File: src/rtl/p405s_br_hist_table.sv
// p405s_br_hist_table: dynamic branch predictor built from a table of saturating counters.
// Ports: CB/reset (sync, active-high); lkp* decode-stage lookup request (index, BD sign, hold);
//        upd* exe-stage resolution (index, outcome, mispredict); pred* registered prediction;
//        initBusy high while the post-reset table sweep runs; mispredCnt saturating statistic.
module p405s_br_hist_table #(
  parameter int IDX_W    = 6,
  parameter int CNT_W    = 2,
  parameter int INIT_CNT = 1,
  parameter int STAT_W   = 16
) (
  input  logic              CB,
  input  logic              reset,
  input  logic              lkpValid,
  input  logic [IDX_W-1:0]  lkpIdx,
  input  logic              lkpBD_0,
  input  logic              lkpHold,
  input  logic              updValid,
  input  logic [IDX_W-1:0]  updIdx,
  input  logic              updTaken,
  input  logic              updMispred,
  output logic              predValid,
  output logic              predTaken,
  output logic              predStrong,
  output logic              initBusy,
  output logic [STAT_W-1:0] mispredCnt
);
  localparam int DEPTH = 1 << IDX_W;
  typedef enum logic {INIT, RUN} state_e;
  state_e            state_q, state_d;
  logic [IDX_W-1:0]  init_ptr_q, init_ptr_d;
  logic [CNT_W-1:0]  cnt_q [DEPTH];
  logic [CNT_W-1:0]  cnt_d [DEPTH];
  logic [CNT_W-1:0]  upd_cur, upd_nxt, rd_cnt;
  logic              pred_valid_q, pred_valid_d;
  logic              pred_taken_q, pred_taken_d;
  logic              pred_strong_q, pred_strong_d;
  logic [STAT_W-1:0] mispred_cnt_q, mispred_cnt_d;
  logic              run, lkp_new;
  assign run = state_q == RUN;
  always_comb begin
    upd_cur = cnt_q[updIdx];
    upd_nxt = updTaken ? (&upd_cur ? upd_cur : upd_cur + 1'b1) : (|upd_cur ? upd_cur - 1'b1 : upd_cur);
    cnt_d = cnt_q;
    if (!run) cnt_d[init_ptr_q] = CNT_W'(INIT_CNT);
    else if (updValid) cnt_d[updIdx] = upd_nxt;
    // reading the next-state table gives the write-first bypass for same-index update
    rd_cnt = cnt_d[lkpIdx];
    lkp_new = lkpValid && !lkpHold;
    state_d = (!run && &init_ptr_q) ? RUN : state_q;
    init_ptr_d = run ? init_ptr_q : init_ptr_q + 1'b1;
    pred_valid_d = lkpHold ? pred_valid_q : lkpValid;
    // during the sweep the table is not trusted: fall back to backward-taken/forward-not-taken
    pred_taken_d = !lkp_new ? pred_taken_q : run ? rd_cnt[CNT_W-1] : lkpBD_0;
    pred_strong_d = !lkp_new ? pred_strong_q : run && (rd_cnt == '0 || &rd_cnt);
    mispred_cnt_d = mispred_cnt_q + STAT_W'(updValid && updMispred && !(&mispred_cnt_q));
  end
  always_ff @(posedge CB) begin
    if (reset) begin
      state_q       <= INIT;
      init_ptr_q    <= '0;
      pred_valid_q  <= 1'b0;
      pred_taken_q  <= 1'b0;
      pred_strong_q <= 1'b0;
      mispred_cnt_q <= '0;
    end else begin
      state_q       <= state_d;
      init_ptr_q    <= init_ptr_d;
      pred_valid_q  <= pred_valid_d;
      pred_taken_q  <= pred_taken_d;
      pred_strong_q <= pred_strong_d;
      mispred_cnt_q <= mispred_cnt_d;
    end
  end
  // table needs no reset: the sweep rewrites every entry before it is used
  always_ff @(posedge CB) begin
    if (!reset) cnt_q <= cnt_d;
  end
  assign predValid  = pred_valid_q;
  assign predTaken  = pred_taken_q;
  assign predStrong = pred_strong_q;
  assign initBusy   = state_q == INIT;
  assign mispredCnt = mispred_cnt_q;
endmodule

File: config.mk
export PLATFORM = sky130hd
export DESIGN_NAME = p405s_br_hist_table
export DESIGN_NICKNAME = d
export VERILOG_FILES = /design/src/rtl/p405s_br_hist_table.sv
export SDC_FILE = /design/constraint.sdc
export NUM_CORES = 1
export LEC_CHECK = 0
export BUFFER_PORTS_ARGS = -buffer_cell sky130_fd_sc_hd__buf_2
export CORE_MARGIN = 2
export CORE_UTILIZATION = 40
export DETAILED_ROUTE_END_ITERATION = 12
export PLACE_DENSITY = 0.66
export SKIP_LAST_GASP = 1
export SYNTH_ARGS = -nofsm -noshare
export SYNTH_HDL_FRONTEND = slang
export SYNTH_SLANG_ARGS = --single-unit
File: constraint.sdc
create_clock -name CB -period 6.3 [get_ports CB]
set_input_delay 0 -clock CB [delete_from_list [all_inputs] [get_ports CB]]
set_output_delay 0 -clock CB [all_outputs]
set_load 0.01 [all_outputs]
==> results.sh <==
export IMPL_outcome="finished, final reports clean"
export IMPL_min_period_ps=5430
export IMPL_grt_max_degree=89
export IMPL_routed_wl_um=46700
export IMPL_post_dp_hpwl_um=31000
export IMPL_leakage_nw=4.11
export IMPL_via_per_inst=6.91
export IMPL_clk_path_buf_depth=2
export IMPL_drv_slew=0
export IMPL_cts_buffers=17
export IMPL_r2r_start="cnt_q[25]"
export IMPL_synth_main_ff_cell="edfxtp_1"
export IMPL_grt_pass1_wl_um=69400
export IMPL_ant_nets=0
export IMPL_clkSinkCount=154
export IMPL_grt_setup_unrepaired="no"
export IMPL_end_kind="flop"
export IMPL_clk_insertion_delay_late_ps=450
export IMPL_diodes=0
export IMPL_place_inst=1688
export IMPL_vias=11900
export IMPL_cts_tree="built"
export IMPL_fin_util=0.442
export IMPL_drive_above_1_share=0.0996
export IMPL_core_area_mm2=0.0280
export IMPL_place_ws_ps=866
export IMPL_synth_edff_count=128
export IMPL_grt_pass1_vias=10900
export IMPL_crit_required_ps=6620
export IMPL_die_area_mm2=0.0300
export IMPL_io_buffers=39
export IMPL_die_x_um=173
export IMPL_fin_ws_ps=871
export IMPL_syn_inst=1367
export IMPL_nets=1355
export IMPL_critPathArrivalTime_ps=5750
export IMPL_period_share=0.862
export IMPL_firstDrtPassIters=7
export IMPL_maxCapViolations=0
export IMPL_ys_ff_latch=154
export IMPL_avgSynthCellArea_um2=8.39
export IMPL_start_kind="input pin"
export IMPL_grt_use_total=0.304
export IMPL_clk_pin_slew_ps=60
export IMPL_seq_area_frac_synth=0.381
export IMPL_cp_startpoint="updIdx[2]"
export IMPL_pin_count=40
export IMPL_setup_violations_final=0
export IMPL_peakVddDrop_v=0.000159
export IMPL_fin_setup_tns_ps=0
export IMPL_drtIter0Drc=2209
export IMPL_synth_nets=1390
export IMPL_tightest_slew_ps=1410
export IMPL_yosys_warnings=0
export IMPL_fmax_mhz=184
export IMPL_wl_per_cell_um=27.1
export IMPL_async_reset_ff_frac=0
export IMPL_synthDistinctLibCells=81
export IMPL_remaining_drc_errors=0
export IMPL_gp_congestion=1.02
export IMPL_overflow=0
export IMPL_die_h_um=173
export IMPL_syn_to_final_growth_pct=8.03
export IMPL_h_tree_depth=4
export IMPL_path_max_fanout=37
export IMPL_finClkSkew_ps=15.9
export IMPL_post_cts_buffers=0
export IMPL_fin_cells=1723
export IMPL_antenna_found_initial=1
export IMPL_worstHoldStart="reset"
export IMPL_start_util=0.409
export IMPL_relSlewSlack=0.0527
export IMPL_syn_cell_area_mm2=0.0115
export IMPL_rows=61
export IMPL_crit_type="input pin to flop"
export IMPL_finalHoldViolCount=0
export IMPL_min_path_type="input pin to flop"
export IMPL_power_density_mw_per_mm2=221
export IMPL_cts_root_buf="clkbuf_16"
cells in the mapped netlist (8+ instances only):
cell,instances,area share
a31oi_1,22,0.012
nor3_1,57,0.025
a21oi_1,98,0.043
nor3b_1,12,0.0079
and3_1,8,0.0044
a21o_1,17,0.011
or2_2,8,0.0044
nor2_1,209,0.068
o211ai_1,14,0.0092
inv_1,29,0.0095
nand2b_1,8,0.0044
o21bai_1,18,0.012
nor2b_1,14,0.0076
o31ai_1,20,0.013
a211oi_1,17,0.011
buf_1,8,0.0026
nand3b_1,13,0.0085
clkbuf_1,77,0.025
a221oi_1,12,0.0092
o221ai_1,11,0.0084
mux2_2,9,0.0088
xor2_1,12,0.0092
mux2i_1,42,0.037
or3_1,14,0.0076
buf_2,22,0.0096
mux4_2,10,0.020
o21ai_0,136,0.059
nand2_1,94,0.031
nand3_1,37,0.016
o22ai_1,14,0.0076
edfxtp_1,128,0.34
dfxtp_1,26,0.045
a22oi_1,12,0.0079
where the power goes:
part	switching [mW]	leakage, nW	total (mW)	internal, mW
sequential	0.0468	1.46	1.21	1.16
combinational	0.351	2.37	0.496	0.145
clock	0.459	0.276	1.02	0.565
total	0.857	4.11	2.73	1.87
metrics by stage:
step | power, mW | cell area, µm² | hold WS, ps
4_1_cts | 2.70 | 12400 | 34.4
3_5_place_dp | 1.70 | 11800 | 269
2_1_floorplan | 1.53 | 11500 | 140
6_report | 2.73 | 12400 | 24.3
3_3_place_gp | 1.69 | 11800 | 256
5_1_grt | 2.79 | 12400 | 49.2
placed cells by master (no fill, tap or decap), drive strengths merged, types with 18 or more instances in the layout:
cell type,synthesis,final
nor3,57,57
clkbuf,77,24
nor2,210,210
o21bai,18,18
nand3,37,37
a21oi,98,98
dfxtp,26,26
buf,38,58
inv,29,33
a31oi,23,23
o31ai,20,20
o21ai,141,141
mux2i,42,42
nand2,94,94
edfxtp,128,128
path summary, 6_finish.rpt:
kind	to	slack (ps)	cells past startpoint
hold / removal	init_ptr_q[1]	20	2
hold reg to reg	mispredCnt[15]	510	2
setup reg to reg	predStrong	1090	13
setup / recovery	predStrong	870	15
registers in the layout, summed over array words and instances, names as in the netlist:
signal      count
predTaken       1
predStrong      1
cnt_q         128
mispredCnt     16
run             1
init_ptr_q      6
predValid       1
cells by family after synthesis:
| group | after synthesis | synth area share |
|---|---|---|
| AOI/OAI and AO/OA | 481 | 0.275 |
| xor gates and xnor gates | 16 | 0.0122 |
| adders and majority gates | 7 | 0.00699 |
| buffers and inverters | 145 | 0.0535 |
| DFF | 154 | 0.381 |
| muxes | 64 | 0.0684 |
| and+or+nand+nor | 500 | 0.203 |
critical path, cell delays in order:
cell	delay (ps)
buf_2	480
buf_4	370
nor2b_1	720
a22oi_1	200
a21oi_1	280
o21ai_1	160
or3_1	540
maj3_2	730
mux2i_1	330
o311ai_0	160
a211oi_1	670
a211oi_1	200
a211oi_1	360
a21boi_0	150
a221o_1	360
cell type report:
type	count	area [µm²]
clock inverter	8	56.3
clock buffer	24	504
tap	378	473
multi-input combinational	1068	6490
inverter	30	115
sequential	154	4370
fill	2763	15600
timing repair buffer	61	380
routing by layer:
metal  GRT usage  part of all wire
met4       0.180             0.070
met2       0.430              0.42
met3      0.0820              0.14
met5           0           0.00034
met1       0.414              0.38
timing repair:
item                                    in CTS  in global routing
endpoints found under the setup margin       0                  0
gates resized for setup                      0                  0
endpoints found under the hold margin        2                  0
hold buffers                                 3                  0
Power figures use the tool's default switching activity.
